===== src/rtl/forwarding_hazard_unit.sv =====
// Operand-bypass select and hazard stall control for a 5-stage pipeline.
// Chooses EX forwarding sources at ID and stalls on load-use and multi-cycle unit conflicts.
module forwarding_hazard_unit #(
    parameter int unsigned BIT_WIDTH         = 32,
    parameter int unsigned REG_ADDR_WIDTH    = 5,
    parameter int unsigned NUM_SRC           = 2,
    parameter int unsigned LOAD_STALL_CYCLES = 1,
    parameter int unsigned MULDIV_CYCLES     = 4
) (
    input  logic                              clk,
    input  logic                              rst,
    input  logic                              id_valid,
    input  logic [NUM_SRC*REG_ADDR_WIDTH-1:0] id_src,
    input  logic [NUM_SRC-1:0]                id_srcUsed,
    input  logic                              id_muldiv,
    input  logic                              ex_writeReg,
    input  logic                              ex_isLoad,
    input  logic [REG_ADDR_WIDTH-1:0]         ex_regToWrite,
    input  logic                              mem_writeReg,
    input  logic [REG_ADDR_WIDTH-1:0]         mem_regToWrite,
    input  logic                              wb_writeReg,
    input  logic [REG_ADDR_WIDTH-1:0]         wb_regToWrite,
    output logic                              stall,
    output logic                              ex_bubble,
    output logic [2*NUM_SRC-1:0]              forward,
    output logic [15:0]                       stall_count
);

    localparam int unsigned FWD_W  = 2 * NUM_SRC;
    localparam int unsigned CNT_W  = $clog2(MULDIV_CYCLES + 1);
    localparam int unsigned SCNT_W = 16;

    localparam logic [1:0] ST_RUN        = 2'd0;
    localparam logic [1:0] ST_LOAD_STALL = 2'd1;
    localparam logic [1:0] ST_MD_BUSY    = 2'd2;

    localparam logic [1:0] FWD_RF  = 2'b00;
    localparam logic [1:0] FWD_WB  = 2'b01;
    localparam logic [1:0] FWD_MEM = 2'b10;

    // The datapath width only has to be able to hold a register address.
    if (BIT_WIDTH < REG_ADDR_WIDTH) begin : g_bit_width_too_small
    end

    logic [NUM_SRC-1:0] live_c;
    logic [NUM_SRC-1:0] ex_hit_c;
    logic [NUM_SRC-1:0] mem_hit_c;
    logic [NUM_SRC-1:0] wb_hit_c;
    logic [FWD_W-1:0]   fwd_code_c;
    logic               load_use_c;

    // Per-source match against the producers; register 0 never matches.
    for (genvar i = 0; i < NUM_SRC; i++) begin : g_src
        logic [REG_ADDR_WIDTH-1:0] src_addr;
        assign src_addr     = id_src[i*REG_ADDR_WIDTH +: REG_ADDR_WIDTH];
        assign live_c[i]    = id_valid & id_srcUsed[i] & (src_addr != '0);
        assign ex_hit_c[i]  = live_c[i] & ex_writeReg  & (src_addr == ex_regToWrite);
        assign mem_hit_c[i] = live_c[i] & mem_writeReg & (src_addr == mem_regToWrite);
        assign wb_hit_c[i]  = live_c[i] & wb_writeReg  & (src_addr == wb_regToWrite);
        // A WB producer is read through the write-first register file.
        assign fwd_code_c[2*i +: 2] = ex_hit_c[i]  ? FWD_MEM :
                                      mem_hit_c[i] ? FWD_WB  :
                                      wb_hit_c[i]  ? FWD_RF  : FWD_RF;
    end

    assign load_use_c = (|ex_hit_c) & ex_isLoad;

    logic [1:0]        state_q, state_d;
    logic [CNT_W-1:0]  cnt_q, cnt_d;
    logic              stall_c;
    logic              md_req_c;
    logic              md_last_c;

    assign md_req_c  = id_valid & id_muldiv;
    assign md_last_c = (state_q == ST_MD_BUSY) && (cnt_q <= CNT_W'(1));

    // The final multi-cycle busy cycle frees the unit and is evaluated like RUN.
    always_comb begin
        state_d = state_q;
        cnt_d   = cnt_q;
        stall_c = 1'b0;
        if ((state_q == ST_RUN) || md_last_c) begin
            if (load_use_c) begin
                stall_c = 1'b1;
                cnt_d   = CNT_W'(LOAD_STALL_CYCLES - 1);
                state_d = (LOAD_STALL_CYCLES > 1) ? ST_LOAD_STALL : ST_RUN;
            end else if (md_req_c) begin
                cnt_d   = CNT_W'(MULDIV_CYCLES);
                state_d = ST_MD_BUSY;
            end else begin
                cnt_d   = '0;
                state_d = ST_RUN;
            end
        end else begin
            case (state_q)
                ST_LOAD_STALL: begin
                    stall_c = 1'b1;
                    cnt_d   = cnt_q - CNT_W'(1);
                    if (cnt_q <= CNT_W'(1)) begin
                        cnt_d   = '0;
                        state_d = ST_RUN;
                    end
                end
                ST_MD_BUSY: begin
                    cnt_d   = cnt_q - CNT_W'(1);
                    stall_c = md_req_c | load_use_c;
                end
                default: begin
                    cnt_d   = '0;
                    state_d = ST_RUN;
                end
            endcase
        end
    end

    assign stall = stall_c & ~rst;

    logic [FWD_W-1:0]  forward_q, forward_d;
    logic              ex_bubble_q, ex_bubble_d;
    logic [SCNT_W-1:0] stall_count_q, stall_count_d;

    always_comb begin
        forward_d     = stall_c ? '0 : fwd_code_c;
        ex_bubble_d   = stall_c;
        stall_count_d = stall_count_q;
        if (stall_c && (stall_count_q != '1)) begin
            stall_count_d = stall_count_q + SCNT_W'(1);
        end
    end

    always_ff @(posedge clk or posedge rst) begin
        if (rst) begin
            state_q       <= ST_RUN;
            cnt_q         <= '0;
            forward_q     <= '0;
            ex_bubble_q   <= 1'b1;
            stall_count_q <= '0;
        end else begin
            state_q       <= state_d;
            cnt_q         <= cnt_d;
            forward_q     <= forward_d;
            ex_bubble_q   <= ex_bubble_d;
            stall_count_q <= stall_count_d;
        end
    end

    assign forward     = forward_q;
    assign ex_bubble   = ex_bubble_q;
    assign stall_count = stall_count_q;

endmodule


===== config.mk =====
export PLATFORM = sky130hd
export DESIGN_NAME = forwarding_hazard_unit
export DESIGN_NICKNAME = d
export VERILOG_FILES = /design/src/rtl/forwarding_hazard_unit.sv
export SDC_FILE = /design/constraint.sdc
export NUM_CORES = 1
export LEC_CHECK = 0
export BUFFER_PORTS_ARGS = -buffer_cell sky130_fd_sc_hd__buf_2
export CAP_MARGIN = 5
export CORE_MARGIN = 5
export CORE_UTILIZATION = 40
export DETAILED_ROUTE_END_ITERATION = 10
export HOLD_SLACK_MARGIN = 0.08
export PLACE_DENSITY = 0.67
export SYNTH_ARGS = -nofsm -noshare
export SYNTH_HDL_FRONTEND = slang
export SYNTH_SLANG_ARGS = --single-unit
export TNS_END_PERCENT = 30

===== constraint.sdc =====
create_clock -name clk -period 2.1 [get_ports clk]
set_input_delay 0 -clock clk [delete_from_list [all_inputs] [get_ports clk]]
set_output_delay 0 -clock clk [all_outputs]
set_load 0.01 [all_outputs]

==> results of run 1 <==
logic make-up after synthesis:
logic type	Yosys count
XOR/XNOR	35
buffers and inverters	11
flip-flops	25
adder cells (fa/ha/maj)	3
AO/OA/AOI/OAI	25
AND/OR/NAND/NOR	44
multiplexers	1
metal layers:
layer	up-vias	GRT usage [%]
li1	650	-
met1	574	17.4
met2	42	22.5
met3	5	2.98
met4	0	5.01
met5	-	0
worst max path at each step:
stage	from	to	cells after the start
floorplan	stall_count[12]	stall_count[1]	6
global placement	id_src[0]	stall_count[4]	8
detailed placement	stall_count[12]	stall_count[1]	6
CTS	id_src[0]	cnt_q[2]	9
global route	id_src[0]	cnt_q[2]	9
finish	id_src[0]	cnt_q[2]	9
report_power, final:
group          total, W  switching [W]  internal, W
sequential     0.000647      0.0000812     0.000566
combinational  0.000435       0.000232     0.000203
clock          0.000282       0.000147     0.000136
total           0.00136       0.000460     0.000904
registers in the layout, indices dropped and copies added (netlist names):
name and cells:
ex_bubble 1, stall_count 16, forward 4, cnt_q 3
state_q 1
layout by cell type, fill, tap and decap left out, types with 4 or more instances in the layout:
| cell type | synthesis | final |
|---|---|---|
| a211oi_1 | 11 | 11 |
| a21oi_1 | 5 | 5 |
| buf_2 | 0 | 50 |
| buf_4 | 0 | 6 |
| dfrtp_1 | 24 | 24 |
| dlygate4sd3_1 | 0 | 6 |
| inv_1 | 9 | 9 |
| nand2_1 | 7 | 7 |
| nand3_1 | 7 | 7 |
| nand4_1 | 6 | 6 |
| nor2_1 | 6 | 6 |
| nor3_1 | 5 | 4 |
| xnor2_1 | 12 | 12 |
| xor2_1 | 23 | 23 |
cell type report:
cell class / count / area (um2) / share of cell area, %
multi-input cells: 108 / 812 / 42.0
well taps: 48 / 60.1 / 3.11
inverters: 9 / 33.8 / 1.75
repair buffers: 62 / 355 / 18.4
clock buffers: 4 / 45.0 / 2.33
flip-flops and latches: 25 / 627 / 32.4
stage by stage:
| step | instances | util, % | worst slack, ns | instance area (um2) | hold WS (ns) |
|---|---|---|---|---|---|
| after floorplan | 144 | - | 0.288 | 1490 | 0.0266 |
| after global placement | 246 | 50.0 | 0.144 | 1820 | -0.0752 |
| after detailed placement | 246 | 50.0 | 0.135 | 1820 | -0.0688 |
| after CTS | 256 | 52.9 | 0.0289 | 1920 | 0.0877 |
| after global routing | 256 | 53.2 | -0.0744 | 1930 | 0.115 |
| final | 256 | 53.2 | 0.0118 | 1930 | 0.0926 |
critical path, stage by stage:
cell and delay [ns]:
buf_2 0.12, or3_1 0.37, o311a_1 0.31, and4_4 0.19
o21ai_4 0.31, buf_4 0.18, nand3_1 0.07, dlygate4sd3_1 0.58
a21oi_1 0.14
what timing repair did:
action,CTS,global route
hold endpoints to repair,29,0
resized for setup,0,2
endpoints found under the setup margin,0,5
hold buffers,6,0
==> results.md, run 1 <==
* Ys async rst share at 100%
* Ys flop type: dfrtp_1
* Clk_skew at 0.00366 ns
* Sink Count at 25
* Hold path depth at 4
* Vias per cell at 4.96
* Worst EP arrival at 2.29 ns
* Req. time, crit path at 2.30 ns
* Core Region at 3630 um2
* Warning count from the yosys run at 0
* Critical path capture point type: register
* Top-area cell type share of the netlist area at 40.3%
* Drt pass-1 iters at 4
* RSZ-0062 raised after global routing: true
* Antenna-violating nets left at 0
* CTS tree: done
* Synth area leader: dfrtp_1
* # nets final at ~250
* Largest net degree at the start of global routing at 21
* Clock Latency Late Sink at 0.27 ns
* Count of final hold-check violations at 0
* Tmin final at approximately 2.1 ns
* Area growth syn-to-layout at 29.7%
* R2R Setup Slk at roughly 0.18 ns
* Top sig layer: met4
* Main combinational cell family by area after synthesis: XOR/XNOR gates
* FMAX at 0.479 GHz
* Commonest cells in the netlist: 24 x dfrtp_1, 23 x xor2_1, 12 x xnor2_1
* First-pass GRT wire length at approximately 5.5 mm
* Vias in the first global route at 1217
* Critical Path Start Type: input pin
* Slew Limit Fails at 0
* WL met3 at between 200 and 250 um
* Port-buffer cells at 50
* Postcts setup bufs at 0
* Power Density at 706 nW/um2
* Routed met2 length at 1.57 mm
* Total track usage at 13.6%
* Syn nets at 182
* # fillers at between 300 and 400
* Share of layout cells above drive strength 1 at 33.7%
* Final WL at 3.37 mm
* Reg-to-Reg Start: stall_count[12]
* Final Wtd Congestion at 0.753
* Hold path start: mem_regToWrite[4]
* Post-Syn Area at 1490 um2
* Reg2reg end: stall_count[9]
* Post-synthesis mux area share at 1.01%
* Remaining DRCs at 0
* Hold EP: forward[0]
* Synth Register Bits at 25
* Clk pin slew, worst setup/hold paths at 0.08 ns
* Max VDD drop at roughly 0.00029 V
* IO Count at 57
* Via count at 1271
* Max_cap viols at 0
* Period utilisation layout at approximately 99%
* Root buffer cell: clkbuf_8
* DP Wirelength at 2.67 mm
* Synth Area in Compound Gates at 12.8%
* Register area share after synthesis at 42.1%
* Peak fanout along the critical path at 11
* CP Class: input pin to register
* Slew HR at approximately 63%
* Synth Area in XOR/XNOR at 20.6%
* Deepest clock path buffer count at 2
* Initial DRC count at 94
* Least-Margin Pin Slew at 0.544 ns
* TNS Setup at 0 ns
* Die W at a little over 70 um
* Status: complete, no violations
* Simple-gate area share of the yosys netlist at 16.8%
* Synth Area in Adders at under 10%
* Final setup fails at 0
* Met1 WL at 1.50 mm
* Mean Syn Cell Area at 10.3 um2
* Initial antenna violation count at 0
* CTS H-Tree Depth at 1
* Starting Density at 41.0%
* Height of the die at 71.0 um
* Wire length per cell at 13.2 um
* Clock buffer count from CTS at 3
* Full die area at 5050 um2
* Synth Instances at ~140
* Gr ovfl total at 0
* Post-synth EDFFs at 0
* Count leader, synth: dfrtp_1
* Tightest Hold Check Type: input pin to register
* Worst R2R Path Depth at 7
* Rows at 22
* Netlist cell types at 33
* Synth top area cells: dfrtp_1 40%, xor2_1 14%, xnor2_1 7.1%
* Pleak at 0.950 nW
* Diode count at 0
* Pwr Total at 0.00136 W
Power figures use the tool's default switching activity.
==> inputs of run 2 (changes only) <==
RECOVER_POWER = 50   (was not set)
==> run 2 against run 1 <==
  * Flip-flop and latch count unchanged
  * Non-clock buffer count unchanged
  * Utilization down 0.45 points
  * Cell count unchanged
  * Sequential power about the same
  * Largest cell class unchanged
  * Highest routed layer unchanged
==> results.md, run 2 (same netlist as run 1, synthesis figures left out) <==
* Pleak at 0.908 nW (-4.4%)
* Slew Limit Fails at 0 (unchanged)
* Max VDD drop at 0.000284 V (-1.4%)
* Core Region at 3630 um2 (unchanged)
* Least-Margin Pin Slew at 1.07 ns (+0.526 ns)
* Via count at 1281 (+0.79%)
* Drt pass-1 iters at 4 (unchanged)
* # nets final at 247 (unchanged)
* Most common cell after layout, fill and taps aside: buf_2
* Met1 usage at 17.4% (unchanged)
* Critical Path Start Type: input pin
* Sink Count at 25 (unchanged)
* Full die area at 5050 um2 (unchanged)
* Status: complete, no violations
* Cell Chain, Critical Path: buf_2 -> or3_1 -> o311a_1 -> and4_4 -> o21ai_4 -> buf_4 -> nand3_1 -> dlygate4sd3_1 -> a21oi_1
* Critical-path top delay cell: dlygate4sd3_1
* Req. time, crit path at 2.30 ns (about the same)
* Post-place instance area at 1820 um2 (unchanged)
* Clk pin slew, worst setup/hold paths at 0.08 ns (about the same)
* Final Wtd Congestion at 0.753 (unchanged)
* FMAX at 0.479 GHz (+0.10%)
* Max stage delay on crit path at 0.58 ns (about the same)
* Worst EP arrival at 2.28 ns (about the same)
* Share of layout cells above drive strength 1 at 28.4% (-5.3 points)
* Tmin final at 2.09 ns (-0.00210 ns)
* Tightest Hold Check Type: input pin to register
* Initial antenna violation count at 0 (unchanged)
* Antenna-violating nets left at 0 (unchanged)
* Peak fanout along the critical path at 11 (unchanged)
* Root buffer cell: clkbuf_8
* Met2 Use GR at 22.5% (unchanged)
* Pre-CTS WS at 0.135 ns (unchanged)
* RSZ-0062 raised after global routing: true
* Final setup fails at 0 (unchanged)
* First-pass GRT wire length at 5.55 mm (unchanged)
* Clock Latency Late Sink at 0.27 ns (about the same)
* Height of the die at 71.0 um (unchanged)
* IO Count at 57 (unchanged)
* Initial DRC count at 69 (-27%)
* Deepest clock path buffer count at 2 (unchanged)
* Final WL at 3.40 mm (+0.83%)
* Clock buffer count from CTS at 3 (unchanged)
* Count of final hold-check violations at 0 (unchanged)
* Wire length per cell at 13.3 um (+0.83%)
* Remaining DRCs at 0 (unchanged)
* Critical path capture point type: register
* Placed insts at 246 (unchanged)
* Final non-filler cell total at 256 (unchanged)
* # fillers at 376 (+1.6%)
* Crit path buffers/inverters at 3 (unchanged)
* Vias in the first global route at 1217 (unchanged)
* Power Density at 710 nW/um2 (+0.58%)
* Diode count at 0 (unchanged)
* Rows at 22 (unchanged)
* Max reg flops at 16 (unchanged)
* Slew HR at 28.6% (-35 points)
* CP top delay family: buffers and inverters
* CTS tree: done
* Period utilisation layout at 99.3% (-0.10 points)
* Starting Density at 41.0% (unchanged)
* Commonest non-fill, non-tap cells in the layout: 39 x buf_2, 24 x dfrtp_1, 23 x xor2_1
* Busiest grt layer: met2
* Clk_skew at 0.00382 ns (+0.000169 ns)
* Hold_ws at 0.0923 ns (-0.000305 ns)
* Port-buffer cells at 50 (unchanged)
* Setup ws final at 0.0138 ns (+0.00210 ns)
* Design area at 1920 um2 (-0.84%)
* Met3 GRT Util at 2.98% (unchanged)
* Area growth syn-to-layout at 28.6%
* Die W at 71.0 um (unchanged)
* Total track usage at 13.6% (unchanged)
* DP Wirelength at 2.67 mm (unchanged)
* CP Class: input pin to register
* Largest net degree at the start of global routing at 21 (unchanged)
* Max_cap viols at 0 (unchanged)
* Gr ovfl total at 0 (unchanged)
* Vias per cell at 5.00 (+0.79%)
* CTS H-Tree Depth at 1 (unchanged)
==> run 2: cell types whose count changed in the layout (fill, tap and decap cells not counted), sizes merged <==
cell    delta
buf       -12
clkbuf    +12
==> run 2: report_power, final <==
group / internal (W) / switching [W] / total [W] / leakage [nW]
combinational: 0.000198 / 0.000232 / 0.000429 / 0.559
clock: 0.000136 / 0.000147 / 0.000283 / 0.0228
sequential: 0.000566 / 0.0000824 / 0.000648 / 0.326
total: 0.000899 / 0.000461 / 0.00136 / 0.908
==> run 2: per-stage QoR <==
stage	util, %	setup TNS (ns)	total power [W]
6_report	52.8	0	0.00136
5_1_grt	52.8	-0.0744	0.00145
4_1_cts	52.9	0	0.00138
3_5_place_dp	50.0	0	0.00109
3_3_place_gp	50.0	0	0.00108
2_1_floorplan	-	0	0.000909
==> run 2: final cells by class <==
type	instances	area (um2)	area share, %
Multi-Input combinational cell	108	812	42.4
Sequential cell	25	627	32.7
Timing Repair Buffer	62	339	17.7
Tap cell	48	60.1	3.13
Clock buffer	4	45.0	2.35
Inverter	9	33.8	1.76
==> run 2: worst register-to-register path: cells and delay by family, from the launching register on <==
| family | cells | cell delay [ns] |
|---|---|---|
| DFF | 1 | 0.42 |
| buffers and inverters | 2 | 0.29 |
| AOI/OAI and AO/OA | 2 | 0.56 |
| xor gates and xnor gates | 1 | 0.16 |
| and+or+nand+nor | 2 | 0.38 |
==> run 2: path summary, 6_finish.rpt <==
check	slack [ns]	depth (start not counted)	end	startpoint
max in group asynchronous	0.68	4	forward[0]	rst
setup reg to reg	0.19	7	stall_count[9]	stall_count[12]
hold / removal	0.09	4	forward[0]	mem_regToWrite[4]
min in group asynchronous	0.18	3	cnt_q[0]	rst
setup / recovery	0.01	9	cnt_q[2]	id_src[0]
hold reg to reg	0.46	1	cnt_q[0]	cnt_q[0]
==> run 2: metal layers <==
layer	part of all wire, %	wire length (um)	up-vias
li1	-	-	650
met1	44	1510	582
met2	46	1570	44
met3	7.6	258	5
met4	1.6	56	0
met5	0	0	-
==> run 2: repair_timing <==
item                                   4_1_cts  5_1_grt
setup endpoints to repair                    0        5
buffers inserted                             0        0
hold buffers                                 6        0
endpoints found under the hold margin       29        0
resized for setup                            0        2
==> inputs of run 3 (changes only) <==
BUFFER_PORTS_ARGS = not set   (was -buffer_cell sky130_fd_sc_hd__buf_2)
DONT_BUFFER_PORTS = 1   (was not set)
PLACE_DENSITY = not set   (was 0.67)
SLEW_MARGIN = 15   (was not set)
==> run 3 against run 2 <==
  * Via count fell by 10%
  * Global-route usage fell by 0.42 points
  * Clock power fell by 1%
  * Sequential share of layout area rose by 3.9 points
  * Worst setup slack improved by 0.059 ns
  * Flip-flop and latch count did not move
  * Largest power group unchanged
  * Fmax rose by 2.9%
  * Count of clock-buffer cells in the layout fell by 1
==> results.md, run 3 (same netlist as run 1, synthesis figures left out) <==
* Gr ovfl total at 0 (unchanged)
* Tmin final at 2.03 ns (-0.0587 ns)
* Pleak at 0.741 nW (-18%)
* Clock buffer count from CTS at 3 (unchanged)
* Deepest clock path buffer count at 2 (unchanged)
* Count of final hold-check violations at 0 (unchanged)
* # fillers at 361 (-4.0%)
* Diode count at 0 (unchanged)
* Cell Chain, Critical Path: inv_1 -> ha_1 -> a21oi_1 -> o2111ai_1 -> buf_6 -> nand2_4 -> nor4_2 -> dlygate4sd3_1
* IO Count at 57 (unchanged)
* Critical Path Start Type: register
* Area growth syn-to-layout at 14.9%
* Drt pass-1 iters at 4 (unchanged)
* Final setup fails at 0 (unchanged)
* Largest net degree at the start of global routing at 26 (+24%)
* Vias in the first global route at 1222 (+0.41%)
* Slew Limit Fails at 0 (unchanged)
* Final Wtd Congestion at 0.819 (+8.8%)
* Clk pin slew, worst setup/hold paths at 0.09 ns (about the same)
* CTS H-Tree Depth at 1 (unchanged)
* Initial antenna violation count at 0 (unchanged)
* Max reg flops at 16 (unchanged)
* Most common cell after layout, fill and taps aside: dfrtp_1
* Vias per cell at 5.50 (+10%)
* Req. time, crit path at 2.31 ns (about the same)
* Die W at 71.0 um (unchanged)
* Peak fanout along the critical path at 18 (+7)
* First-pass GRT wire length at 5.40 mm (-2.7%)
* Tightest Hold Check Type: input pin to register
* Worst EP arrival at 2.23 ns (-0.05 ns)
* Final WL at 3.27 mm (-3.8%)
* Total track usage at 13.2% (-0.42 points)
* RSZ-0062 raised after global routing: true
* Max stage delay on crit path at 0.57 ns (about the same)
* Clock Latency Late Sink at 0.26 ns (about the same)
* Via count at 1150 (-10%)
* Crit path buffers/inverters at 3 (unchanged)
* Remaining DRCs at 0 (unchanged)
* Critical path capture point type: register
* CP Class: register to register
* Max VDD drop at 0.000291 V (+2.8%)
* Critical-path top delay cell: dlygate4sd3_1
* Root buffer cell: clkbuf_8
* Power Density at 744 nW/um2 (+4.8%)
* Wire length per cell at 15.6 um (+18%)
* Antenna-violating nets left at 0 (unchanged)
* Least-Margin Pin Slew at 0.954 ns (-0.116 ns)
* Pwr Total at 0.00127 W (-6.4%)
* Max_cap viols at 0 (unchanged)
* Share of layout cells above drive strength 1 at 11.2% (-17 points)
* Starting Density at 41.0% (unchanged)
* Rows at 22 (unchanged)
* Port-buffer cells at 0 (-100%)
* DP Wirelength at 2.55 mm (-4.6%)
* Full die area at 5050 um2 (unchanged)
* Sink Count at 25 (unchanged)
* Status: complete, no violations
* Commonest non-fill, non-tap cells in the layout: 24 x dfrtp_1, 23 x xor2_1, 12 x xnor2_1
* Clk_skew at 0.00312 ns (-0.000704 ns)
* Initial DRC count at 69 (unchanged)
* Height of the die at 71.0 um (unchanged)
* FMAX at 0.493 GHz (+2.9%)
* Hold_ws at 0.108 ns (+0.0161 ns)
* Period utilisation layout at 96.5% (-2.8 points)
* Slew HR at 36.3% (+7.7 points)
* Core Region at 3630 um2 (unchanged)
* CTS tree: done
* CP top delay family: buffers and inverters
* # nets final at 200 (-19%)
run 3: cell count changes in the layout (fill, tap and decap cells not counted), moves of 2 or more:
cell / change
dlygate4sd3_1: +4
buf_4: -2
clkbuf_1: -11
buf_2: -39
run 3: per-stage QoR:
step | area, um2 | setup slack [ns] | TNS (ns) | cells | utilization, %
2_1_floorplan | 1490 | 0.288 | 0 | 144 | -
3_3_place_gp | 1560 | 0.266 | 0 | 195 | 42.9
3_5_place_dp | 1560 | 0.254 | 0 | 195 | 42.9
4_1_cts | 1710 | 0.0550 | 0 | 209 | 46.9
5_1_grt | 1710 | -0.0465 | -0.0465 | 209 | 47.1
6_report | 1710 | 0.0725 | 0 | 209 | 47.1
run 3: cell type report:
type                       instances  area, um2  share of cell area (%)
timing repair buffer              15        138                    8.04
clock buffer                       3       41.3                    2.41
tap                               48       60.1                    3.51
multi-input combinational        108        807                    47.1
inverter                           9       33.8                    1.97
sequential                        25        627                    36.6
clock inverter                     1       5.00                   0.292
run 3: worst paths after layout:
check,from,to,slack (ns),depth (start not counted)
min in group asynchronous,rst,state_q[1],0.41,2
worst max register to register,cnt_q[1],forward[0],0.07,8
max in group asynchronous,rst,cnt_q[2],1.10,2
worst min-delay path,ex_writeReg,forward[1],0.11,2
worst max-delay path,cnt_q[1],forward[0],0.07,8
worst min register to register,cnt_q[0],cnt_q[0],0.47,1
run 3: repair_timing:
| item | in CTS | in global routing |
|---|---|---|
| buffers inserted | 0 | 0 |
| endpoints found under the setup margin | 0 | 3 |
| hold buffers | 10 | 0 |
| endpoints found under the hold margin | 32 | 0 |
| resized for setup | 0 | 2 |
run 3: worst reg2reg max path: stages (launching register included):
cell	delay, ns
dfrtp_1	0.36
inv_1	0.09
ha_1	0.16
a21oi_1	0.05
o2111ai_1	0.22
buf_6	0.22
nand2_4	0.10
nor4_2	0.20
dlygate4sd3_1	0.57
run 3: where the power goes:
| group | leakage, nW | switching (W) | internal, W |
|---|---|---|---|
| Combinational | 0.389 | 0.000171 | 0.000148 |
| Sequential | 0.326 | 0.000110 | 0.000566 |
| Clock | 0.0255 | 0.000147 | 0.000132 |
| Total | 0.741 | 0.000428 | 0.000846 |
run 3: per-layer routing:
metal / vias up / share of wire, % / track usage [%]
li1: 552 / - / -
met1: 549 / 38 / 13.7
met2: 45 / 52 / 24.8
met3: 4 / 8.4 / 3.84
met4: 0 / 1.3 / 4.80
met5: - / 0 / 0
